**src/rtl/obj_vel_integrator_pkg.sv**
```systemverilog
// rtl/obj_vel_integrator_pkg.sv - shared fixed-point defines, record slicing and clamp helpers, FSM states
`ifndef SF
`define SF 16
`endif
`ifndef DF_DEC
`define DF_DEC 8
`endif
`ifndef OBJ_DYN_WIDTH
`define OBJ_DYN_WIDTH (4*`SF)
`endif

package obj_vel_integrator_pkg;
  localparam int SF_W  = `SF;
  localparam int DT_W  = `DF_DEC + 2;
  localparam int REC_W = `OBJ_DYN_WIDTH;
  localparam int SUM_W = SF_W + 3;

  typedef enum logic [2:0] {ST_IDLE, ST_RD, ST_WAIT, ST_CALC, ST_OUT, ST_FIN} state_e;

  // Record layout is {pos_x, pos_y, vel_x, vel_y}, vel_y in the low bits.
  typedef enum int unsigned {F_VEL_Y = 0, F_VEL_X = 1, F_POS_Y = 2, F_POS_X = 3} field_e;

  function automatic logic [SF_W-1:0] rec_field(input logic [REC_W-1:0] rec, input field_e f);
    return rec[int'(f)*SF_W +: SF_W];
  endfunction

  function automatic logic [SF_W-1:0] vel_clamp(input logic signed [SUM_W-1:0] v,
                                                input logic [SF_W-1:0] vmax);
    logic signed [SUM_W-1:0] lim;
    lim = $signed(SUM_W'(vmax));
    if (v > lim) return vmax;
    if (v < -lim) return -vmax;
    return v[SF_W-1:0];
  endfunction
endpackage

```
**src/rtl/obj_vel_integrator_if.sv**
```systemverilog
// rtl/obj_vel_integrator_if.sv - step control, object RAM read port and downstream record handshake
interface obj_vel_integrator_if
  import obj_vel_integrator_pkg::*;
#(
  parameter int ADDR_W = 3
);
  logic                    step_start_in;
  logic signed [DT_W-1:0]  time_step_in;
  logic                    obj_rd_en_out;
  logic [ADDR_W-1:0]       obj_addr_out;
  logic [REC_W-1:0]        obj_dyn_rd_in;
  logic [REC_W-1:0]        obj_dyn_out;
  logic [ADDR_W-1:0]       obj_id_out;
  logic                    obj_valid_out;
  logic                    obj_ready_in;
  logic                    busy_out;
  logic                    done_out;

  modport slave (
    input  step_start_in, time_step_in, obj_dyn_rd_in, obj_ready_in,
    output obj_rd_en_out, obj_addr_out, obj_dyn_out, obj_id_out, obj_valid_out, busy_out, done_out
  );

  modport master (
    output step_start_in, time_step_in, obj_dyn_rd_in, obj_ready_in,
    input  obj_rd_en_out, obj_addr_out, obj_dyn_out, obj_id_out, obj_valid_out, busy_out, done_out
  );
endinterface

```
**src/rtl/obj_vel_integrator_phys_vel_add.sv**
```systemverilog
// rtl/obj_vel_integrator_phys_vel_add.sv - combinational vel_y' = vel_y + (GRAVITY*dt >>> DF_DEC), optional clamp
module phys_vel_add
  import obj_vel_integrator_pkg::*;
#(
  parameter int              GRAVITY  = -16,
  parameter logic [SF_W-1:0] VEL_MAX  = 16'h3FFF,
  parameter bit              CLAMP_EN = 1'b0
) (
  input  logic signed [SF_W-1:0] vel_y_i,
  input  logic signed [DT_W-1:0] dt_i,
  output logic        [SF_W-1:0] vel_y_o
);
  localparam int PROD_W = SF_W + DT_W;
  localparam logic signed [SF_W-1:0] GRAV = SF_W'(GRAVITY);

  // Sum is kept wide so the clamp sees the true value before any wrap.
  logic signed [SUM_W-1:0] sum;

  assign sum = SUM_W'(vel_y_i) + SUM_W'((PROD_W'(GRAV) * PROD_W'(dt_i)) >>> `DF_DEC);
  assign vel_y_o = CLAMP_EN ? vel_clamp(sum, VEL_MAX) : sum[SF_W-1:0];
endmodule

```
**src/rtl/obj_vel_integrator.sv**
```systemverilog
// rtl/obj_vel_integrator.sv - per-step object walker adding gravity to vel_y; PHYS_VEL_CLAMP_EN enables velocity clamp
module obj_vel_integrator
  import obj_vel_integrator_pkg::*;
#(
  parameter int              NUM_OBJ = 8,
  parameter int              ADDR_W  = (NUM_OBJ > 1) ? $clog2(NUM_OBJ) : 1,
  parameter int              RAM_LAT = 2,
  parameter int              GRAVITY = -16,
  parameter logic [SF_W-1:0] VEL_MAX = 16'h3FFF
) (
  input  logic clk_in,
  input  logic rst_in,
  obj_vel_integrator_if.slave bus
);
`ifdef PHYS_VEL_CLAMP_EN
  localparam bit CLAMP_EN = 1'b1;
`else
  localparam bit CLAMP_EN = 1'b0;
`endif
  localparam int                CNT_W    = $clog2(RAM_LAT + 1);
  localparam logic [CNT_W-1:0]  LAT_LAST = CNT_W'(RAM_LAT - 1);
  localparam logic [ADDR_W-1:0] LAST     = ADDR_W'(NUM_OBJ - 1);

  state_e                  state_q;
  logic [ADDR_W-1:0]       idx_q;
  logic signed [DT_W-1:0]  dt_q;
  logic [CNT_W-1:0]        lat_cnt_q;
  logic [REC_W-1:0]        rec_q;
  logic [REC_W-1:0]        out_q;
  logic                    rd_en_q;
  logic                    valid_q;
  logic                    busy_q;
  logic                    done_q;
  logic [SF_W-1:0]         vel_y_d;
  logic [SF_W-1:0]         vel_x_d;
  logic [REC_W-1:0]        out_d;

  phys_vel_add #(
    .GRAVITY  (GRAVITY),
    .VEL_MAX  (VEL_MAX),
    .CLAMP_EN (CLAMP_EN)
  ) u_vel_add (
    .vel_y_i (rec_field(rec_q, F_VEL_Y)),
    .dt_i    (dt_q),
    .vel_y_o (vel_y_d)
  );

  assign vel_x_d = CLAMP_EN ? vel_clamp(SUM_W'($signed(rec_field(rec_q, F_VEL_X))), VEL_MAX)
                            : rec_field(rec_q, F_VEL_X);
  assign out_d = {rec_field(rec_q, F_POS_X), rec_field(rec_q, F_POS_Y), vel_x_d, vel_y_d};

  always_ff @(posedge clk_in or posedge rst_in) begin
    if (rst_in) begin
      state_q   <= ST_IDLE;
      idx_q     <= '0;
      dt_q      <= '0;
      lat_cnt_q <= '0;
      rec_q     <= '0;
      out_q     <= '0;
      rd_en_q   <= 1'b0;
      valid_q   <= 1'b0;
      busy_q    <= 1'b0;
      done_q    <= 1'b0;
    end else begin
      case (state_q)
        ST_IDLE: begin
          if (bus.step_start_in) begin
            dt_q    <= bus.time_step_in;
            idx_q   <= '0;
            busy_q  <= 1'b1;
            rd_en_q <= 1'b1;
            state_q <= ST_RD;
          end
        end
        ST_RD: begin
          rd_en_q   <= 1'b0;
          lat_cnt_q <= '0;
          state_q   <= ST_WAIT;
        end
        ST_WAIT: begin
          if (lat_cnt_q == LAT_LAST) begin
            rec_q   <= bus.obj_dyn_rd_in;
            state_q <= ST_CALC;
          end else begin
            lat_cnt_q <= lat_cnt_q + CNT_W'(1);
          end
        end
        ST_CALC: begin
          out_q   <= out_d;
          valid_q <= 1'b1;
          state_q <= ST_OUT;
        end
        ST_OUT: begin
          // Record and id stay registered and untouched until the handshake.
          if (bus.obj_ready_in) begin
            valid_q <= 1'b0;
            if (idx_q == LAST) begin
              done_q  <= 1'b1;
              busy_q  <= 1'b0;
              state_q <= ST_FIN;
            end else begin
              idx_q   <= idx_q + ADDR_W'(1);
              rd_en_q <= 1'b1;
              state_q <= ST_RD;
            end
          end
        end
        ST_FIN: begin
          done_q  <= 1'b0;
          state_q <= ST_IDLE;
        end
        default: state_q <= ST_IDLE;
      endcase
    end
  end

  assign bus.obj_rd_en_out = rd_en_q;
  assign bus.obj_addr_out  = idx_q;
  assign bus.obj_dyn_out   = out_q;
  assign bus.obj_id_out    = idx_q;
  assign bus.obj_valid_out = valid_q;
  assign bus.busy_out      = busy_q;
  assign bus.done_out      = done_q;
endmodule

```
**src/flat_wrapper.sv**
```systemverilog
// flat-port wrapper written by rule: the top's interface ports become plain ports
module obj_vel_integrator_flat import obj_vel_integrator_pkg::*;
#(
  parameter int              NUM_OBJ = 8,
  parameter int              ADDR_W  = (NUM_OBJ > 1) ? $clog2(NUM_OBJ) : 1,
  parameter int              RAM_LAT = 2,
  parameter int              GRAVITY = -16,
  parameter logic [SF_W-1:0] VEL_MAX = 16'h3FFF
)
  (clk_in, rst_in, bus_step_start_in, bus_time_step_in, bus_obj_dyn_rd_in, bus_obj_ready_in, bus_obj_rd_en_out, bus_obj_addr_out, bus_obj_dyn_out, bus_obj_id_out, bus_obj_valid_out, bus_busy_out, bus_done_out);
  obj_vel_integrator_if #(.ADDR_W(ADDR_W)) bus_i ();
  input  logic clk_in;
  input  logic rst_in;
  input wire logic [$bits(bus_i.step_start_in)-1:0] bus_step_start_in;
  input wire logic [$bits(bus_i.time_step_in)-1:0] bus_time_step_in;
  input wire logic [$bits(bus_i.obj_dyn_rd_in)-1:0] bus_obj_dyn_rd_in;
  input wire logic [$bits(bus_i.obj_ready_in)-1:0] bus_obj_ready_in;
  output wire logic [$bits(bus_i.obj_rd_en_out)-1:0] bus_obj_rd_en_out;
  output wire logic [$bits(bus_i.obj_addr_out)-1:0] bus_obj_addr_out;
  output wire logic [$bits(bus_i.obj_dyn_out)-1:0] bus_obj_dyn_out;
  output wire logic [$bits(bus_i.obj_id_out)-1:0] bus_obj_id_out;
  output wire logic [$bits(bus_i.obj_valid_out)-1:0] bus_obj_valid_out;
  output wire logic [$bits(bus_i.busy_out)-1:0] bus_busy_out;
  output wire logic [$bits(bus_i.done_out)-1:0] bus_done_out;
  assign bus_i.step_start_in = bus_step_start_in;
  assign bus_i.time_step_in = bus_time_step_in;
  assign bus_i.obj_dyn_rd_in = bus_obj_dyn_rd_in;
  assign bus_i.obj_ready_in = bus_obj_ready_in;
  assign bus_obj_rd_en_out = bus_i.obj_rd_en_out;
  assign bus_obj_addr_out = bus_i.obj_addr_out;
  assign bus_obj_dyn_out = bus_i.obj_dyn_out;
  assign bus_obj_id_out = bus_i.obj_id_out;
  assign bus_obj_valid_out = bus_i.obj_valid_out;
  assign bus_busy_out = bus_i.busy_out;
  assign bus_done_out = bus_i.done_out;
  obj_vel_integrator #(.NUM_OBJ(NUM_OBJ), .ADDR_W(ADDR_W), .RAM_LAT(RAM_LAT), .GRAVITY(GRAVITY), .VEL_MAX(VEL_MAX)) u_core (.clk_in(clk_in), .rst_in(rst_in), .bus(bus_i));
endmodule
```
**config.mk**
```make
export PLATFORM = sky130hd
export DESIGN_NAME = obj_vel_integrator_flat
export DESIGN_NICKNAME = d
export VERILOG_FILES = /design/src/rtl/obj_vel_integrator_pkg.sv /design/src/rtl/obj_vel_integrator_if.sv /design/src/rtl/obj_vel_integrator_phys_vel_add.sv /design/src/rtl/obj_vel_integrator.sv /design/src/flat_wrapper.sv
export SDC_FILE = /design/constraint.sdc
export NUM_CORES = 1
export LEC_CHECK = 0
export BUFFER_PORTS_ARGS = -buffer_cell sky130_fd_sc_hd__buf_2
export CAP_MARGIN = 20
export CORE_MARGIN = 3
export CORE_UTILIZATION = 54
export DETAILED_ROUTE_END_ITERATION = 12
export PLACE_DENSITY_LB_ADDON = 0.1
export SLEW_MARGIN = 10
export SYNTH_ARGS = -nofsm -noshare
export SYNTH_HDL_FRONTEND = slang
export SYNTH_SLANG_ARGS = --single-unit
```
**constraint.sdc**
```tcl
create_clock -name clk_in -period 5.8 [get_ports clk_in]
set_clock_uncertainty 0.1 [all_clocks]
set_input_delay 0.29 -clock clk_in [delete_from_list [all_inputs] [get_ports clk_in]]
set_output_delay 0.29 -clock clk_in [all_outputs]
set_load 0.01 [all_outputs]
```
==> results of run 1 <==
==> per-layer routing <==
layer  vias to the layer above  GRT usage, %  wire [um]
li1                       2177             -          -
met1                      2219          25.0       5680
met2                       105          37.5       7300
met3                        15          8.46        885
met4                         0          8.12        180
met5                         -             0          0
==> logic make-up (layout without fill, tap and decap cells) <==
family / after synthesis / after routing / synth area share [%]
DFF: 150 / 150 / 57.4
muxes: 125 / 125 / 21.5
AOI/OAI and AO/OA: 75 / 75 / 6.79
and+or+nand+nor: 72 / 72 / 5.23
adders and majority gates: 20 / 20 / 3.94
buffers and inverters: 35 / 263 / 2.81
xor gates and xnor gates: 17 / 17 / 2.28
==> power breakdown <==
part | switching (W) | internal (W) | leakage (nW)
clock | 0.000436 | 0.000673 | 0.290
sequential | 0.000315 | 0.00155 | 1.83
combinational | 0.00101 | 0.00106 | 2.00
total | 0.00176 | 0.00328 | 4.12
==> cell usage in the layout (no fill, tap or decap), types with 4 or more instances in the layout <==
cell	instances
ha_1	19
o21ai_0	24
a21oi_1	24
dlygate4sd3_1	67
clkbuf_16	17
o21bai_1	4
nor2_1	19
nand2_1	30
nor4_1	5
inv_1	9
dfrtp_1	150
xnor2_1	12
inv_6	5
mux2_2	125
buf_2	151
xor2_1	5
==> Yosys cell counts (2+ instances only) <==
library cell / count / area, um^2
a31oi_1: 2 / 12.5
nor4_1: 5 / 31.3
buf_2: 9 / 45.0
o21ai_0: 24 / 120
inv_1: 10 / 37.5
a21o_1: 3 / 22.5
nand2_1: 31 / 116
xnor2_1: 12 / 105
o211ai_1: 2 / 15.0
o31ai_1: 2 / 15.0
nor2_1: 19 / 71.3
nand4_1: 2 / 12.5
ha_1: 19 / 238
mux2_2: 125 / 1410
a21oi_1: 24 / 120
nor3_1: 3 / 15.0
dfrtp_1: 150 / 3750
o21a_1: 3 / 22.5
nand3_1: 2 / 10.0
clkbuf_1: 6 / 22.5
o21bai_1: 4 / 30.0
buf_4: 9 / 67.6
xor2_1: 5 / 43.8
o21ai_1: 2 / 10.0
a22o_1: 2 / 17.5
==> worst max path at each step <==
stage / start / to / depth (start not counted)
after floorplan: rst_in / u_core.bus.busy_out / 1
after global placement: u_core.dt_q[0] / u_core.bus.obj_dyn_out[14] / 10
after detailed placement: u_core.dt_q[0] / u_core.bus.obj_dyn_out[14] / 10
after CTS: u_core.dt_q[0] / u_core.bus.obj_dyn_out[14] / 10
after global routing: u_core.dt_q[0] / u_core.bus.obj_dyn_out[14] / 10
final: u_core.dt_q[0] / u_core.bus.obj_dyn_out[14] / 10
==> final cells by class <==
type | instances | area, um^2
tap | 143 | 179
fill | 746 | 2970
timing repair buffer | 221 | 1450
multi-input combinational | 309 | 2610
clock inverter | 12 | 140
inverter | 10 | 42.5
clock buffer | 20 | 467
sequential | 150 | 3750
==> flip-flops by register name, summed over array words and instances, names as in the netlist <==
register                  cells
u_core.bus.obj_dyn_out       64
u_core.rec_q                 64
u_core.dt_q                  10
u_core.bus.obj_addr_out       3
u_core.state_q                3
u_core.lat_cnt_q              2
u_core.bus.busy_out           1
u_core.bus.done_out           1
u_core.bus.obj_rd_en_out      1
u_core.bus.obj_valid_out      1
==> critical path: cells and delay by family (launching register included) <==
kind / cells / cell delay [ns]
DFF: 1 / 0.38
and+or+nand+nor: 5 / 1.62
adders and majority gates: 1 / 0.34
AOI/OAI and AO/OA: 4 / 0.87
==> metrics by stage <==
step,worst slack (ns),util [%],instances
floorplan,1.37,-,494
global placement,2.47,63.4,766
detailed placement,2.38,63.4,766
global route,2.18,74.4,865
CTS,2.38,74.2,862
finish,2.36,74.4,865
==> summary.txt, run 1 <==
Initial Utilization: 56.3%
Fin Hold WS: 0.00989 ns
RR Startpoint: u_core.dt_q[0]
Maximum clock rate: 291 MHz
DR iter-0 viols: 162
Flops & latches, synth: 150
Synth Cell Area: 0.00654 mm^2
Die W: 116 um
Fin. max-slew vios: 0
Slew margin rel.: 35.3%
First-pass GRT wire length: 22.6 mm
Via density: 5.22
Post-Syn Nets: 592
FF-to-FF path depth: 10
Post-route ant nets: 0
Setup tns final: 0 ns
Slew @ Worst Pin: 0.971 ns
Crit-path max cell delay: 0.60 ns
Nets: 807
Max-cap violations: 0
Die Y: 116 um
Critical-path cell list: or4_4, nor3_4, nor2_1, ha_1, a21oi_1, o21ai_1, a21oi_1, o21bai_1, and3_1, or3_1
Sequential area share after synthesis: 57.4%
Drt first pass iters: 4
CP max-delay cell: or4_4
H-tree lvl count: 4
WL/cell: 16.2 um
CTS Hold Bufs: 64
Final Total Pwr: 0.00504 W
Yosys cell types: 44
Die area: 0.0135 mm^2
Root buf cell: clkbuf_16
Critical path startpoint category: register
Synthesized area per cell: 13.2 um^2
Antenna violations before repair: 0
TritonCTS clock tree: built
GR Overflow Total: 0
Post-Synthesis Cells: 494
R2r setup slk: 2.36 ns
HP Start: bus_obj_dyn_rd_in[5]
Crit path capture type: register
Post-synth EDFFs: 0
Number of port buffers: 151
Reg2Reg Capture Point: u_core.bus.obj_dyn_out[14]
Post-route DRC: 0
Via count: 4516
Unrepaired setup endpoints after global routing: false
Power per cell area: 583 mW/mm^2
Clock sink total: 150
Clk buf depth: 2
I/O Pins: 152
Core area: 0.0116 mm^2
Std cell rows: 39
Final wirelength: 14.0 mm
Dpl hpwl: 9.00 mm
WP data required: 6.00 ns
Maximum number of pins on one net before global-route repair: 81
Post-CTS setup buffer count: 0
CTS clk-pin slew, worst paths: 0.06 ns
Hold crit path type: input port to register
Layout area overhead: 32.2%
Post-cts sizing count: 0
Total CTS buffers: 17
Hold Vio Cnt, Final: 0
Crit path DAT: 3.64 ns
Pleak: 4.12 nW
Peak supply drop: 0.323 mV
Status: finished clean
Ys Warns: 0
Antenna cells: 0
Routability cong.: 0.862
Total track usage: 21.9%
Number of global-route vias before repair: 4715
Hold Path Depth: 2
Share of the clock period used by the worst path: 59.3%
Async set-reset flop share out of synthesis: 100%
Critical path fanouts, max: 11
Clock latency on the worst-skew pair: 0.42 ns
Post-route cell area: 0.00864 mm^2
Placed instance area: 0.00737 mm^2
Worst Hold Path EP: u_core.rec_q[5]
Final setup fails: 0
Crit path time final: 3.44 ns
Worst setup path class: register to register
Crit-path most repeated cell: a21oi_1
Commonest register cell after synthesis: dfrtp_1
Share of cells above drive strength 1: 43.9%
Power figures use the tool's default switching activity.
==> run 2, diff against run 1 <==
--- a/config.mk
+++ b/config.mk
@@ -5,6 +5,7 @@
 export SDC_FILE = /design/constraint.sdc
 export NUM_CORES = 1
 export LEC_CHECK = 0
+export ABC_AREA = 1
 export BUFFER_PORTS_ARGS = -buffer_cell sky130_fd_sc_hd__buf_2
 export CAP_MARGIN = 20
 export CORE_MARGIN = 3
==> constraint.sdc (replaced) <==
create_clock -name clk_in -period 3.5 [get_ports clk_in]
set_clock_uncertainty 0.1 [all_clocks]
set_input_delay 0.175 -clock clk_in [delete_from_list [all_inputs] [get_ports clk_in]]
set_output_delay 0.175 -clock clk_in [all_outputs]
set_load 0.01 [all_outputs]
==> run 2 against run 1 <==
Compared with the run above: register-to-register slack worse by 1.9 ns; largest power group unchanged; sequential share of layout area is 1.9 points lower; global-route usage is 1.4 points higher; clock-buffer cell count is 1 lower; largest cell class unchanged; synthesized area is 4.1% higher; utilization is 0.18 points lower; non-clock buffer count is 13 higher; sequential cell count stayed put; cell count is 35% higher; fmax is 15% higher; clock power is 66% higher.
==> summary.txt, run 2 <==
Status: finished clean
GR Overflow Total: 0
Root buf cell: clkbuf_16
Post-synth EDFFs: 0
Total track usage: 23.3%
Share of the clock period used by the worst path: 85.8%
Max-cap violations: 0
Nets: 1082
Final setup fails: 0
Antenna cells: 0
Worst setup startpoint: u_core.dt_q[0]
Number of global-route vias before repair: 5603
Peak supply drop: 0.450 mV
Via count: 5691
Maximum number of pins on one net before global-route repair: 106
Fillcell total: 882
Post-CTS setup buffer count: 0
Via density: 4.89
Post-route ant nets: 0
Setup tns final: 0 ns
Hold Vio Cnt, Final: 0
Crit path time final: 3.00 ns
Post-Synthesis Cells: 761
Layout area overhead: 32.7%
Top-count cell post-synth: nand2_1
Layout Cells excl Fill: 1164
TritonCTS clock tree: built
H-tree lvl count: 4
Crit-path most repeated cell: nand2_1
CP max-delay cell: o21ai_1
R2r setup slk: 0.50 ns
Power per cell area: 948 mW/mm^2
Pint: 0.00519 W
Reg power frac: 35.4%
Worst setup path class: register to register
Post-synth top cells: nand2_1 (196), dfrtp_1 (150), inv_1 (101)
WP data required: 3.71 ns
Number of port buffers: 151
Clock sink total: 150
Synth Cell Area: 0.00680 mm^2
Commonest non-fill, non-tap cell in the layout: nand2_1
Crit path DAT: 3.22 ns
DR iter-0 viols: 417
HP Start: bus_step_start_in
Drt first pass iters: 5
Critical path fanouts, max: 12
Flops & latches, synth: 150
Hold crit path type: input port to register
Core area: 0.0122 mm^2
Unrepaired setup endpoints after global routing: false
Post-route DRC: 0
Commonest register cell after synthesis: dfrtp_1
Antenna violations before repair: 0
Pleak: 4.88 nW
Std cell rows: 40
Clock share of power: 21.5%
Async set-reset flop share out of synthesis: 100%
Die Y: 118 um
Post-Place Cells: 1055
Combinational share of power: 43.1%
Ys Warns: 0
Yosys cell types: 33
Switching power: 0.00337 W
Sw Share: 39.4%
Die W: 118 um
Crit-path max cell delay: 0.69 ns
Maximum clock rate: 333 MHz
I/O Pins: 152
Initial Utilization: 55.9%
Die area: 0.0140 mm^2
Commonest non-fill, non-tap cells in the layout: nand2_1 (196), buf_2 (151), dfrtp_1 (150), inv_1 (100), dlygate4sd3_1 (76)
Routability cong.: 0.831
Top-area cell type share of the netlist area: 55.2%
Final Total Pwr: 0.00856 W
First-pass GRT wire length: 26.4 mm
Share of cells above drive strength 1: 20.8%
WL/cell: 13.4 um
Post-Syn Nets: 859
Dpl hpwl: 10.2 mm
RR Startpoint: u_core.dt_q[0]
Clock latency on the worst-skew pair: 0.42 ns
Synth area leader: dfrtp_1
Critical-path cell list: nor2_1, nand3_1, o21ai_1, inv_1, ha_1, inv_1, nor3_1, and2_1, nand2_1, nand2_1, nand2_1, nand3_1, nand2_1
Sequential area share after synthesis: 55.2%
Synthesized area per cell: 8.94 um^2
Crit path capture type: register
Critical path startpoint category: register
Final wirelength: 15.6 mm
Post-cts sizing count: 0
Slew margin rel.: 44.9%
CTS clk-pin slew, worst paths: 0.06 ns
Slew @ Worst Pin: 0.822 ns
Total CTS buffers: 17
Clk buf depth: 2
Top cells by area, synth: dfrtp_1 (55%), nand2_1 (11%), inv_1 (5.6%), a21oi_1 (4.2%), mux2_1 (3.8%)
Fin. max-slew vios: 0
run 2: changes by cell type in the layout (fill, tap and decap cells not counted), moves of 10 or more:
cell / before / now
inv_1: 9 / 100
o21ai_0: 24 / 34
nand2_1: 30 / 196
o21ai_1: 2 / 16
a21oi_1: 24 / 57
nand3_1: 2 / 21
mux2_1: 0 / 23
nor2_1: 19 / 69
mux2_2: 125 / 5
run 2: logic make-up after synthesis:
family | after synthesis | share of synthesized area (%)
AOI/OAI and AO/OA | 111 | 8.29
xor gates and xnor gates | 7 | 0.901
adders and majority gates | 20 | 3.79
buffers and inverters | 137 | 8.77
DFF | 150 | 55.2
muxes | 28 | 4.63
and+or+nand+nor | 308 | 18.4
run 2: power groups by stage:
stage / sequential, W / combinational, W / clock (W)
floorplan: 0.00315 / 0.00247 / 0
global placement: 0.00302 / 0.00347 / 0
detailed placement: 0.00305 / 0.00360 / 0
CTS: 0.00303 / 0.00369 / 0.00187
global route: 0.00313 / 0.00421 / 0.00196
finish: 0.00303 / 0.00369 / 0.00184
run 2: repair_timing:
item / 4_1_cts / 5_1_grt
setup endpoints to repair: 0 / 0
hold endpoints to repair: 117 / 0
hold buffers: 76 / 0
run 2: stage by stage:
stage	utilization [%]	hold slack (ns)	area, um^2	setup slack, ns
6_report	74.3	0.0376	9030	0.498
5_1_grt	74.3	0.0867	9030	0.185
4_1_cts	73.9	0.0324	8990	0.551
3_5_place_dp	62.8	0.291	7630	0.559
3_3_place_gp	62.8	0.287	7630	0.759
2_1_floorplan	-	0.207	6810	1.22
run 2: final cells by class:
class / instances / area [um^2] / area share, %
inverters: 107 / 405 / 4.49
clock inverters: 12 / 154 / 1.70
clock buffers: 19 / 443 / 4.90
flip-flops and latches: 150 / 3750 / 41.6
well taps: 168 / 210 / 2.33
repair buffers: 234 / 1610 / 17.8
multi-input cells: 474 / 2460 / 27.2
run 2: worst paths after layout:
kind	depth (start not counted)	end
max	13	u_core.bus.obj_dyn_out[14]
max in group asynchronous	5	u_core.rec_q[16]
min in group asynchronous	3	u_core.bus.obj_dyn_out[49]
min reg2reg	2	u_core.bus.obj_dyn_out[63]
min	3	u_core.state_q[0]
max reg2reg	13	u_core.bus.obj_dyn_out[14]
run 2: worst max-delay path: cells and delay by family (launching register included):
family | cells | cell delay, ns
flops | 1 | 0.38
compound gates | 1 | 0.69
simple gates | 9 | 1.12
fa+ha+maj | 1 | 0.40
buf+inv | 2 | 0.20
run 2: metal layers:
metal	global-route usage, %	wire length [um]
met1	29.8	6770
met2	39.3	7860
met3	4.78	686
met4	8.72	315
met5	0	0
==> run 3, diff against run 2 <==
--- a/config.mk
+++ b/config.mk
@@ -12,6 +12,7 @@
 export CORE_UTILIZATION = 54
 export DETAILED_ROUTE_END_ITERATION = 12
 export PLACE_DENSITY_LB_ADDON = 0.1
+export RECOVER_POWER = 50
 export SLEW_MARGIN = 10
 export SYNTH_ARGS = -nofsm -noshare
 export SYNTH_HDL_FRONTEND = slang
==> run 3 against run 2 <==
Compared with the run above: the run now ends with max-capacitance violations, max-slew violations left; cell count unchanged; clock power about the same; combinational power down 2%; sequential share of layout area up 0.47 points; sequential power about the same; critical path depth unchanged; via count about the same; power down 0.86%; largest cell class unchanged.
==> summary.txt, run 3 (synthesis results as in run 2) <==
Pint: 0.00510 W
Die W: 118 um
Std cell rows: 40
Sw Share: 39.9%
WL/cell: 13.5 um
Hold Path Depth: 3
Share of cells above drive strength 1: 14.8%
First-pass GRT wire length: 26.4 mm
Total CTS buffers: 17
Post-route DRC: 0
Unrepaired setup endpoints after global routing: false
Fin Hold WS: 0.0315 ns
Status: finished with violations
Via count: 5692
Critical path fanouts, max: 12
Pleak: 4.68 nW
FF-to-FF path depth: 13
Antenna cells: 0
Routability cong.: 0.831
Max-cap violations: 1
CTS clk-pin slew, worst paths: 0.06 ns
Maximum clock rate: 334 MHz
R2r setup slk: 0.51 ns
Reg2Reg Capture Point: u_core.bus.obj_dyn_out[14]
Clock share of power: 21.7%
Root buf cell: clkbuf_16
Final Core Density: 73.4%
Post-route ant nets: 0
Number of port buffers: 151
Number of global-route vias before repair: 5603
WP data required: 3.71 ns
Layout area overhead: 31.2%
Clock sink total: 150
Switching power: 0.00339 W
Worst Hold Path EP: u_core.state_q[0]
Maximum number of pins on one net before global-route repair: 106
Worst setup path class: register to register
Clock latency on the worst-skew pair: 0.42 ns
Commonest non-fill, non-tap cells in the layout: nand2_1 (196), dfrtp_1 (150), inv_1 (100), buf_2 (93), dlygate4sd3_1 (76)
TritonCTS clock tree: built
H-tree lvl count: 4
Core area: 0.0122 mm^2
Reg power frac: 35.9%
Hold Vio Cnt, Final: 0
Antenna violations before repair: 0
GR Overflow Total: 0
Power per cell area: 950 mW/mm^2
Drt first pass iters: 5
RR Startpoint: u_core.dt_q[0]
Slew @ Worst Pin: 2.03 ns
Dpl hpwl: 10.2 mm
Clk buf depth: 2
DR iter-0 viols: 434
Die Y: 118 um
Die area: 0.0140 mm^2
Final setup fails: 0
Hold crit path type: input port to register
Share of the clock period used by the worst path: 85.5%
Initial Utilization: 55.9%
Critical path startpoint category: register
Failing checks: max-capacitance violations, max-slew violations
Worst setup startpoint: u_core.dt_q[0]
Setup tns final: 0 ns
Total track usage: 23.3%
Crit path DAT: 3.20 ns
I/O Pins: 152
Crit path capture type: register
Nets: 1082
Via density: 4.89
HP Start: bus_step_start_in
Final wirelength: 15.7 mm
Peak supply drop: 0.452 mV
Fin. max-slew vios: 37
Combinational share of power: 42.5%
Slew margin rel.: -35.2%
Crit path time final: 2.99 ns
Commonest non-fill, non-tap cell in the layout: nand2_1
run 3: worst max-delay path by stage:
stage | end | cells past startpoint
3_5_place_dp | u_core.bus.obj_dyn_out[11] | 13
6_report | u_core.bus.obj_dyn_out[14] | 13
2_1_floorplan | u_core.bus.obj_dyn_out[14] | 14
4_1_cts | u_core.bus.obj_dyn_out[14] | 13
3_3_place_gp | u_core.bus.obj_dyn_out[10] | 14
5_1_grt | u_core.dt_q[8] | 5
run 3: timing repair:
item | CTS | global route
buffers inserted | 0 | 0
hold buffers | 76 | 0
gates resized for setup | 0 | 0
endpoints found under the hold margin | 117 | 0
run 3: area by class of cell:
type,count,area (um^2)
clock buffer,19,443
clock inverter,12,154
fill,922,3230
inverter,107,403
multi-input combinational,474,2450
sequential,150,3750
tap,168,210
timing repair buffer,234,1510
run 3: routing by layer:
metal,up-vias,GRT usage (%),share of wire [%]
li1,2836,-,-
met1,2689,29.8,44
met2,147,39.3,50
met3,20,4.78,4.2
met4,0,8.72,1.9
met5,-,0,0
run 3: metrics by stage:
stage          total power (W)  area (um^2)  instances  setup slack, ns
6_report               0.00849         8930       1164            0.509
2_1_floorplan          0.00562         6810        761             1.22
3_5_place_dp           0.00665         7630       1055            0.559
4_1_cts                0.00859         8990       1162            0.551
5_1_grt                0.00922         8930       1164            0.150
3_3_place_gp           0.00649         7630       1055            0.759
run 3: worst max-delay path: stages (launching register included):
cell	delay (ns)
dfrtp_1	0.38
nor2_1	0.19
nand3_1	0.18
o21ai_1	0.69
inv_1	0.11
ha_1	0.40
inv_1	0.09
nor3_1	0.24
and2_1	0.18
nand2_1	0.08
nand2_1	0.07
nand2_1	0.05
nand3_1	0.06
nand2_1	0.05
run 3: power by group through the flow:
stage          sequential (W)  clock [W]  combinational (W)
6_report              0.00304    0.00184            0.00360
5_1_grt               0.00314    0.00196            0.00412
4_1_cts               0.00303    0.00187            0.00369
3_5_place_dp          0.00305          0            0.00360
3_3_place_gp          0.00302          0            0.00347
2_1_floorplan         0.00315          0            0.00247
